--- config.mk ---
export PLATFORM = sky130hd
export DESIGN_NAME = shift_wb_queue
export DESIGN_NICKNAME = d
export VERILOG_FILES = /design/src/rtl/shift_wb_queue.sv
export SDC_FILE = /design/constraint.sdc
export NUM_CORES = 1
export LEC_CHECK = 0
export CAP_MARGIN = 40
export CELL_PAD_IN_SITES_DETAIL_PLACEMENT = 1
export CELL_PAD_IN_SITES_GLOBAL_PLACEMENT = 1
export CORE_AREA = 2 2 130 94
export CTS_BUF_LIST = sky130_fd_sc_hd__clkbuf_2
export CTS_CLUSTER_DIAMETER = 30
export DETAILED_ROUTE_END_ITERATION = 8
export DIE_AREA = 0 0 132 96
export PLACE_DENSITY = 0.91
export SLEW_MARGIN = 40
export SYNTH_ARGS = -nofsm -noshare
export SYNTH_HDL_FRONTEND = slang
export SYNTH_SLANG_ARGS = --single-unit
export TNS_END_PERCENT = 20
--- constraint.sdc ---
create_clock -name clk -period 4.3 [get_ports clk]
set_input_delay 0.86 -clock clk [delete_from_list [all_inputs] [get_ports clk]]
set_output_delay 0.86 -clock clk [all_outputs]
set_load 0.005 [all_outputs]
--- src/rtl/shift_wb_queue.sv ---
// Write-back queue between the shifter/ALU execute stage and the register-file write port.
// Buffers {data, rd} results, drains them in order when the port is free, and forwards queued values to decode.
module shift_wb_queue #(
    parameter int DATA_W = 16,
    parameter int REG_AW = 3,
    parameter int DEPTH  = 4
) (
    input  logic                     clk,
    input  logic                     rst_n,
    input  logic                     in_valid,
    output logic                     in_ready,
    input  logic [DATA_W-1:0]        in_data,
    input  logic [REG_AW-1:0]        in_rd,
    input  logic                     rf_stall,
    output logic                     rf_we,
    output logic [REG_AW-1:0]        rf_waddr,
    output logic [DATA_W-1:0]        rf_wdata,
    input  logic [REG_AW-1:0]        lookup_addr,
    output logic                     lookup_hit,
    output logic [DATA_W-1:0]        lookup_data,
    input  logic                     flush,
    output logic [$clog2(DEPTH):0]   count
);

    localparam int PTR_W = $clog2(DEPTH);
    localparam int CNT_W = PTR_W + 1;

    logic [PTR_W-1:0]  head;
    logic [PTR_W-1:0]  tail;
    logic [DATA_W-1:0] mem_data [DEPTH];
    logic [REG_AW-1:0] mem_rd   [DEPTH];
    logic              empty;
    logic              push;
    logic              pop;

    assign empty    = (count == '0);
    // Depends on count only, so a same-cycle pop cannot open the input.
    assign in_ready = (count != CNT_W'(DEPTH));
    // r0 writes complete the handshake but are never stored.
    assign push     = in_valid && in_ready && !flush && (in_rd != '0);
    // Reset held low abandons the queue without issuing a write.
    assign rf_we    = !empty && !rf_stall && !flush && rst_n;
    assign pop      = rf_we;

    assign rf_waddr = empty ? '0 : mem_rd[head];
    assign rf_wdata = empty ? '0 : mem_data[head];

    always_ff @(posedge clk) begin
        if (!rst_n || flush) begin
            head  <= '0;
            tail  <= '0;
            count <= '0;
        end else begin
            if (push) tail <= tail + 1'b1;
            if (pop)  head <= head + 1'b1;
            case ({push, pop})
                2'b10:   count <= count + 1'b1;
                2'b01:   count <= count - 1'b1;
                default: count <= count;
            endcase
        end
    end

    always_ff @(posedge clk) begin
        if (push) begin
            mem_data[tail] <= in_data;
            mem_rd[tail]   <= in_rd;
        end
    end

    // Walk oldest to youngest so the last match (closest to tail) wins.
    always_comb begin
        lookup_hit  = 1'b0;
        lookup_data = '0;
        for (int i = 0; i < DEPTH; i++) begin
            if ((CNT_W'(i) < count) && (lookup_addr != '0) &&
                (mem_rd[head + PTR_W'(i)] == lookup_addr)) begin
                lookup_hit  = 1'b1;
                lookup_data = mem_data[head + PTR_W'(i)];
            end
        end
    end

endmodule
==> impl_metrics.csv, run 1 <==
group,metric,value,unit
yosys,synth_mux_area_share,26.3,%
die,dieWidth,132,µm
yosys,synth_top_family_by_area,"multiplexers",
place,placedInstanceArea,6590,µm²
global_routing,track_usage,28.1,%
timing,report.final.setup_viol,3,
yosys,yosys_warnings,0,
final_layout,stdcell_count,739,
final_layout,nets,611,
die,floorplan.initialDensity,49.3,%
place,dp.final_hpwl,11500,µm
yosys,synth_area_leaders,"edfxtp_1 40%, mux2i_1 11%, mux4_2 8.8%",
yosys,synth.most_common_cell,"edfxtp_1",
yosys,syn_avg_cell_area,11.7,µm²
die,dieArea,12700,µm²
place,dp.cells,702,
outcome,status,"finished with violations",
yosys,synthCells,484,
pwr,vdd_ir_drop_max,0.198,mV
route,wl,18600,µm
yosys,yosys.area.top_type,"edfxtp_1",
yosys,synth-edff-count,76,
timing,rsz0062_at_grt,"true",
worst_setup_path,path_class,"flop to primary output",
route,antenna_left,0,
worst_setup_path,arrival,3.63,ns
timing,final-hold-violation-count,0,
global_routing,grt_start_max_net_pins,54,
yosys,synth-simple-area-share,11.0,%
route,dr.pass1.iters,5,
pwr,p_total,1.55,mW
global_routing,antenna_found_initial,2,
final_layout,design_area,6940,µm²
worst_setup_path,crit_fanout,8,
yosys,synth_compound_area_share,9.91,%
timing,finClkSkew,0.0613,ns
worst_hold_path,hold_path.class,"flop to flop",
job,maxCapViolations,0,
timing,worst_pin_slew,0.849,ns
pwr,power.leakage,2.34,nW
global_routing,grt_first_pass_wirelength,26700,µm
place,routabilityCongestion,0.879,
yosys,async_reset_ff_share,0,%
die,dieHeight,96,µm
final_layout,syn_to_final_growth,22.9,%
clocking,cts_htree_levels,3,
final_layout,drive_gt1_share,25.7,%
outcome,violations,"negative setup slack",
route,drcViolationCount,0,
yosys,ys_seq_area_share,43.6,%
timing,fin_crit,4.49,ns
die,fp-row-count,33,
yosys,synthXorXnorAreaFrac,2.48,%
die,coreArea,11400,µm²
route,routedWlPerCell,25.1,µm
worst_setup_path,cp_data_required_time,3.44,ns
yosys,synth_ff_type,"edfxtp_1",
timing,timing.hold.ws,0.623,ns
timing,fin_tns_setup,-0.494,ns
timing,min_period_over_period,105,%
clocking,cts_tree,"done",
clocking,clkSlewWorstSetupHoldPaths,0.31,ns
timing,fin_ws,-0.194,ns
yosys,synth_area,5640,µm²
place,io_buffers,67,
yosys,synthAdderAreaFrac,2.00,%
clocking,clk_path_buf_depth,2,
yosys,synth_fp_nets,520,
die,ios,68,
route,routed_via_density,6.15,
clocking,cts.sinks,85,
yosys,synthTopCellsByCount,"76 x edfxtp_1, 69 x nand2_1, 63 x mux2i_1",
route,drt_iter0_drc,433,
global_routing,grt-ovfl-total,0,
yosys,synth_top_area_share,40.4,%
worst_setup_path,start_kind,"flop",
pwr,power.density,223,nW/µm²
clocking,cts-root-buf,"clkbuf_2",
yosys,synthDistinctLibCells,39,
global_routing,grt_pass1_vias,4830,
timing,slew_violations,0,
timing,slew_headroom,43.4,%
yosys,ys_ff_latch,85,
clocking,numCtsBuffers,9,
route,via_count,4543,
worst_setup_path,endpoint_kind,"primary output",
clocking,clk_latency,0.61,ns
timing,max_freq,0.223,GHz
==> layer usage <==
metal | wire length, µm | track usage (%) | vias up
li1 | - | - | 1986
met1 | 7480 | 34.3 | 2265
met2 | 9110 | 49.1 | 229
met3 | 1270 | 5.21 | 63
met4 | 689 | 13.3 | 0
met5 | 0 | 0 | -
==> final timing paths <==
path | start | endpoint | slack [ns] | cells after the start
worst max register to register | count[0] | mem_rd[0][2] | 1.64 | 7
worst max-delay path | head[1] | lookup_data[4] | -0.19 | 10
worst min register to register | tail[0] | tail[0] | 0.62 | 2
worst min-delay path | tail[0] | tail[0] | 0.62 | 2
==> layout by cell type (no fill, tap or decap), types with 2 or more instances in the layout <==
master	netlist	final
edfxtp_1	76	76
nand2_1	69	69
mux2i_1	63	60
clkdlybuf4s50_1	0	53
buf_4	2	43
a21oi_1	37	37
mux2_2	32	32
nor2_1	27	27
and2_1	23	23
mux4_2	22	22
o21ai_0	17	17
a221oi_2	10	11
xnor2_1	11	9
ha_1	9	9
clkbuf_2	0	9
dlygate4sd2_1	0	8
buf_12	1	6
inv_1	5	5
xor2_1	5	5
nor3_1	6	5
a221oi_1	6	5
dfxtp_1	9	5
dlymetal6s2s_1	0	5
inv_6	0	4
nand2b_1	3	3
mux2i_2	0	3
diode_2	0	2
xnor2_2	0	2
and2_4	1	2
dfxtp_4	0	2
dfxtp_2	0	2
==> what timing repair did <==
| item | CTS | global route |
|---|---|---|
| buffers inserted | 13 | 5 |
| hold endpoints to repair | 0 | 0 |
| pin swaps | 4 | 1 |
| endpoints found under the setup margin | 17 | 13 |
| hold buffers | 0 | 0 |
| gates cloned | 1 | 0 |
| gates resized for setup | 20 | 10 |
==> power by group <==
part           internal (mW)  switching, mW
logic                 0.0811         0.0802
registers              0.910        0.00968
clock network          0.144          0.321
==> through the flow <==
| step | util, % | setup WS [ns] |
|---|---|---|
| floorplan | - | 0.963 |
| global placement | 57.6 | -0.0788 |
| detailed placement | 57.6 | -0.155 |
| CTS | 60.0 | -0.0500 |
| global route | 60.7 | -0.328 |
| finish | 60.7 | -0.194 |
==> cell type report <==
class | instances | area, µm²
antenna | 2 | 5.00
clock buffer | 9 | 45.0
clock inverter | 7 | 78.8
fill | 1168 | 4500
inverter | 6 | 22.5
multi-input combinational | 355 | 2980
sequential | 85 | 2470
tap | 157 | 196
timing repair buffer | 118 | 1140
==> critical path, cell delays in order, from the launching register on <==
cell and delay, ns:
dfxtp_4 0.47, buf_4 0.18, buf_4 0.13, mux2i_2 0.28, xor2_1 0.18, a21oi_1 0.13, a2111oi_4 0.40, a31oi_4 0.16
buf_4 0.25, a221oi_1 0.28, clkdlybuf4s50_1 0.56
==> logic make-up after synthesis <==
family	count (synthesis)
AND/OR/NAND/NOR	136
multiplexers	117
flip-flops	85
AO/OA/AOI/OAI	76
buffers and inverters	45
XOR/XNOR	16
adder cells (fa/ha/maj)	9
==> state kept, by name, summed over array words and instances, names as in the netlist, named ones only <==
register	count
mem_rd	12
head	2
count	3
tail	2
mem_data	64
No activity file was read; power rests on OpenSTA's default activity.
==> inputs of run 2 (changes only) <==
Settings changed: PLACE_DENSITY 0.91 to default, PLACE_DENSITY_LB_ADDON from default to 0.25.
==> run 2 against run 1 <==
Effect of this change:
- the run now ends clean
- global-route usage decreased by 2.8 points
- cell area decreased by 2.2%
- clock skew decreased by 0.040 ns
- die area unchanged
==> impl_metrics.csv, run 2 (synthesis results as in run 1) <==
group,metric,value,unit
route,via_count,4197,
clocking,clk_path_buf_depth,2,
route,drt_iter0_drc,182,
clocking,clk_latency,0.56,ns
final_layout,largest_registers,"mem_data (64), mem_rd (12), count (3)",
clocking,cts_htree_levels,3,
final_layout,mostFrequentLayoutCells,"76 x edfxtp_1, 69 x nand2_1, 60 x mux2i_1",
worst_setup_path,arrival,3.43,ns
timing,fin_ws,0.0129,ns
final_layout,fillers,1188,
die,dieWidth,132,µm
clocking,cts_tree,"done",
global_routing,antenna_found_initial,1,
die,fp-row-count,33,
route,wl,15600,µm
route,routedWlPerCell,21.7,µm
worst_hold_path,hp-start,"tail[1]",
worst_setup_path,r2r-end,"mem_data[1][0]",
worst_hold_path,hold_path.class,"flop to flop",
place,dp.final_hpwl,10600,µm
timing,final-hold-violation-count,0,
timing,max_freq,0.233,GHz
timing,slew_headroom,62.9,%
timing,report.final.setup_viol,0,
place,routabilityCongestion,0.814,
worst_hold_path,holdPathStages,2,
route,dr.pass1.iters,4,
worst_setup_path,start_kind,"flop",
global_routing,grt_pass1_vias,4424,
final_layout,syn_to_final_growth,20.2,%
worst_setup_path,ff2ff_path_depth,7,
timing,min_period_over_period,99.7,%
final_layout,drive_gt1_share,23.3,%
global_routing,grt-ovfl-total,0,
final_layout,stdcell_count,720,
die,dieHeight,96,µm
worst_setup_path,endpoint_kind,"primary output",
worst_setup_path,cpPeakStageDelay,0.56,ns
clocking,holdBufCountCts,0,
global_routing,grt_start_max_net_pins,84,
die,ios,68,
worst_setup_path,reg2reg_from,"count[0]",
die,coreArea,11400,µm²
worst_setup_path,path_class,"flop to primary output",
outcome,status,"finished clean",
timing,rsz0062_at_grt,"true",
timing,timing.hold.ws,0.579,ns
final_layout,layout_commonest_cell,"edfxtp_1",
die,dieArea,12700,µm²
timing,slew_violations,0,
worst_setup_path,cp_slowest_cell,"clkdlybuf4s50_1",
worst_setup_path,cp_data_required_time,3.44,ns
clocking,cts-root-buf,"clkbuf_2",
clocking,cts.sinks,85,
route,routed_via_density,5.83,
pwr,p_total,1.54,mW
pwr,power.leakage,2.24,nW
place,dp.cells,689,
place,io_buffers,67,
worst_setup_path,r2r_slack,1.64,ns
timing,fin_crit,4.29,ns
global_routing,track_usage,25.3,%
die,floorplan.initialDensity,49.3,%
clocking,clkSlewWorstSetupHoldPaths,0.21,ns
final_layout,largest-register,"mem_data",
worst_hold_path,hold_end,"tail[1]",
timing,finClkSkew,0.0209,ns
pwr,power.density,227,nW/µm²
timing,worst_pin_slew,0.557,ns
worst_setup_path,crit_fanout,16,
place,dp_slack,-0.166,ns
pwr,vdd_ir_drop_max,0.176,mV
global_routing,grt_first_pass_wirelength,24200,µm
route,drcViolationCount,0,
job,maxCapViolations,0,
clocking,numCtsBuffers,9,
final_layout,largest_reg_flops,64,
final_layout,nets,593,
worst_setup_path,crit_chain,"clkbuf_4 > mux4_2 > or2_1 > o22ai_4 > nand3_4 > and2_4 > a221oi_1 > clkdlybuf4s50_1",
route,antenna_left,0,
## run 2: worst max-delay path by stage
stage / slack, ns / depth (start not counted) / end / start
6_report: 0.01 / 8 / lookup_data[4] / head[1]
2_1_floorplan: 0.96 / 8 / lookup_data[10] / lookup_addr[1]
5_1_grt: -0.12 / 9 / lookup_data[0] / head[1]
3_5_place_dp: -0.17 / 10 / lookup_data[2] / lookup_addr[1]
3_3_place_gp: -0.13 / 8 / lookup_data[2] / lookup_addr[1]
4_1_cts: 0.006 / 8 / lookup_data[8] / mem_rd[3][2]
## run 2: layout make-up
class | instances | area, µm² | share of cell area (%)
Antenna cell | 1 | 2.50 | 0.0369
Clock inverter | 6 | 87.6 | 1.29
Multi-Input combinational cell | 354 | 2960 | 43.7
Timing Repair Buffer | 101 | 988 | 14.6
Sequential cell | 85 | 2470 | 36.4
Inverter | 6 | 25.0 | 0.369
Clock buffer | 10 | 50.0 | 0.738
Tap cell | 157 | 196 | 2.90
## run 2: critical path, delay by kind of cell (launching register included)
family | cells | cell delay [ns]
buffers and inverters | 2 | 0.76
AOI/OAI and AO/OA | 2 | 0.52
muxes | 1 | 0.53
DFF | 1 | 0.45
and+or+nand+nor | 3 | 0.61
## run 2: where the power goes
group | leakage (nW) | switching [mW] | internal (mW) | total (mW)
sequential | 0.765 | 0.00951 | 0.910 | 0.919
clock | 0.0859 | 0.278 | 0.195 | 0.473
combinational | 1.39 | 0.0694 | 0.0786 | 0.148
## run 2: metrics by stage
stage	utilization (%)	setup TNS [ns]	cell area (µm²)
final	59.3	0	6790
after floorplan	-	0	5640
after global routing	59.3	-0.667	6790
after global placement	56.5	-0.132	6460
after detailed placement	56.5	-0.206	6460
after CTS	58.4	0	6680
## run 2: what timing repair did
item / in CTS / in global routing
buffers inserted: 7 / 7
setup endpoints to repair: 16 / 15
gates resized for setup: 10 / 14
pin swaps: 1 / 2
## run 2: per-layer routing
metal / vias to the layer above / track usage, % / wire (µm)
li1: 1945 / - / -
met1: 2097 / 32.6 / 6800
met2: 125 / 43.3 / 7560
met3: 30 / 4.74 / 954
met4: 0 / 9.60 / 327
met5: - / 0 / 0
==> inputs of run 3 (changes only) <==
Settings changed: GPL_ROUTABILITY_DRIVEN from default to 0, REMOVE_ABC_BUFFERS from default to 1.
==> run 3 against run 2 <==
Effect of this change:
- sequential cell count did not move
- combinational power about the same
- clock skew decreased by 0.0012 ns
- critical path depth unchanged
- final cell count down 0.83%
- total power down 3.2%
- largest cell class unchanged
==> impl_metrics.csv, run 3 (synthesis results as in run 1) <==
group,metric,value,unit
final_layout,nets,588,
global_routing,grt-ovfl-total,0,
pwr,power.leakage,2.31,nW
worst_setup_path,cp_data_required_time,3.44,ns
timing,fin_ws,0.0578,ns
clocking,clkSlewWorstSetupHoldPaths,0.24,ns
worst_setup_path,start_kind,"flop",
timing,final-hold-violation-count,0,
worst_hold_path,hold_end,"tail[1]",
clocking,cts.sinks,85,
global_routing,grt_pass1_vias,4298,
worst_setup_path,r2r_slack,1.42,ns
route,drcViolationCount,0,
die,dieArea,12700,µm²
clocking,numCtsBuffers,9,
worst_setup_path,ff2ff_path_depth,9,
clocking,clk_latency,0.56,ns
timing,min_period_over_period,98.7,%
route,drt_iter0_drc,193,
route,via_count,4150,
timing,slew_headroom,50.0,%
pwr,power.density,221,nW/µm²
worst_setup_path,crit_fanout,9,
worst_hold_path,hp-start,"tail[1]",
route,antenna_left,0,
final_layout,drive_gt1_share,22.3,%
place,io_buffers,67,
route,dr.pass1.iters,5,
place,dp.final_hpwl,10200,µm
final_layout,diodes,0,
pwr,vdd_ir_drop_max,0.141,mV
timing,report.final.setup_viol,0,
timing,max_freq,0.236,GHz
final_layout,largest_registers,"mem_data (64), mem_rd (12), count (3)",
outcome,status,"finished clean",
global_routing,grt_start_max_net_pins,63,
route,highest_layer,"met4",
final_layout,largest_reg_flops,64,
worst_setup_path,r2r-end,"count[2]",
clocking,cts-root-buf,"clkbuf_2",
route,wl,14800,µm
route,routed_via_density,5.81,
timing,slew_violations,0,
route,met1Wirelength,6270,µm
timing,fin_tns_setup,0,ns
die,coreArea,11400,µm²
clocking,holdBufCountCts,0,
worst_setup_path,path_class,"flop to primary output",
worst_hold_path,holdPathStages,2,
die,ios,68,
worst_hold_path,hold_path.class,"flop to flop",
timing,worst_pin_slew,0.751,ns
timing,rsz0062_at_grt,"true",
clocking,clk_path_buf_depth,2,
place,dp_slack,-0.0978,ns
die,fp-row-count,33,
route,wl_met3,846,µm
global_routing,grt_first_pass_wirelength,23300,µm
clocking,cts_htree_levels,3,
job,maxCapViolations,0,
final_layout,largest-register,"mem_data",
timing,fin_crit,4.24,ns
final_layout,syn_to_final_growth,19.5,%
global_routing,antenna_found_initial,0,
worst_setup_path,arrival,3.38,ns
worst_setup_path,reg2reg_from,"count[0]",
clocking,cts_tree,"done",
die,floorplan.initialDensity,49.3,%
route,routedWlPerCell,20.7,µm
global_routing,track_usage,24.2,%
die,dieWidth,132,µm
die,dieHeight,96,µm
timing,finClkSkew,0.0198,ns
final_layout,mostFrequentLayoutCells,"76 x edfxtp_1, 69 x nand2_1, 62 x mux2i_1",
worst_setup_path,endpoint_kind,"primary output",
final_layout,layout_commonest_cell,"edfxtp_1",
route,wl_met2,7580,µm
-- run 3: cell count changes in the layout (fill, tap and decap cells not counted), moves of 2 or more --
| cell | before | now |
|---|---|---|
| mux2i_1 | 60 | 62 |
| a221oi_2 | 11 | 13 |
| buf_4 | 28 | 23 |
| clkdlybuf4s50_1 | 57 | 51 |
| clkinv_2 | 2 | 0 |
| buf_12 | 3 | 5 |
| mux2i_2 | 3 | 1 |
| inv_6 | 0 | 2 |
| clkinvlp_4 | 0 | 2 |
| dlymetal6s2s_1 | 7 | 13 |
-- run 3: area by class of cell --
cell class	instances	area (µm²)
Clock buffer	10	50.0
Clock inverter	6	71.3
Fill cell	1193	4690
Inverter	6	22.5
Multi-Input combinational cell	354	2950
Sequential cell	85	2470
Tap cell	157	196
Timing Repair Buffer	96	983
-- run 3: report_power, final --
group / switching (mW) / internal (mW)
clock: 0.285 / 0.142
combinational: 0.0672 / 0.0775
sequential: 0.00929 / 0.909
-- run 3: worst max path at each step --
stage,start,endpoint,depth (start not counted)
final,head[1],lookup_data[1],8
after global routing,mem_rd[1][2],lookup_data[1],8
after CTS,mem_rd[1][0],lookup_data[5],8
after detailed placement,lookup_addr[1],lookup_data[15],8
after global placement,lookup_addr[1],lookup_data[15],8
after floorplan,head[1],lookup_data[0],5
-- run 3: stage by stage --
step / instances / area [µm²] / util, % / hold slack, ns / power [mW]
5_1_grt: 714 / 6740 / 59.0 / 0.623 / 1.54
4_1_cts: 713 / 6690 / 58.5 / 0.582 / 1.50
6_report: 714 / 6740 / 59.0 / 0.572 / 1.49
2_1_floorplan: 445 / 5410 / - / 0.514 / 0.997
3_3_place_gp: 694 / 6500 / 56.9 / 0.544 / 1.08
3_5_place_dp: 694 / 6500 / 56.9 / 0.556 / 1.08
-- run 3: per-layer routing --
layer / track usage [%] / vias to the layer above
met3: 4.05 / 9
met4: 5.89 / 0
li1: - / 1931
met1: 30.4 / 2107
met2: 44.4 / 103
met5: 0 / -
-- run 3: timing repair --
| action | 4_1_cts | 5_1_grt |
|---|---|---|
| setup endpoints to repair | 16 | 16 |
| buffers inserted | 3 | 1 |
| resized for setup | 13 | 16 |
-- run 3: critical path: stages (launching register included) --
cell	delay [ns]
dfxtp_4	0.48
buf_4	0.15
mux4_2	0.53
or2_1	0.27
o22ai_4	0.15
a31oi_2	0.21
buf_12	0.22
a221oi_2	0.27
clkdlybuf4s50_1	0.55
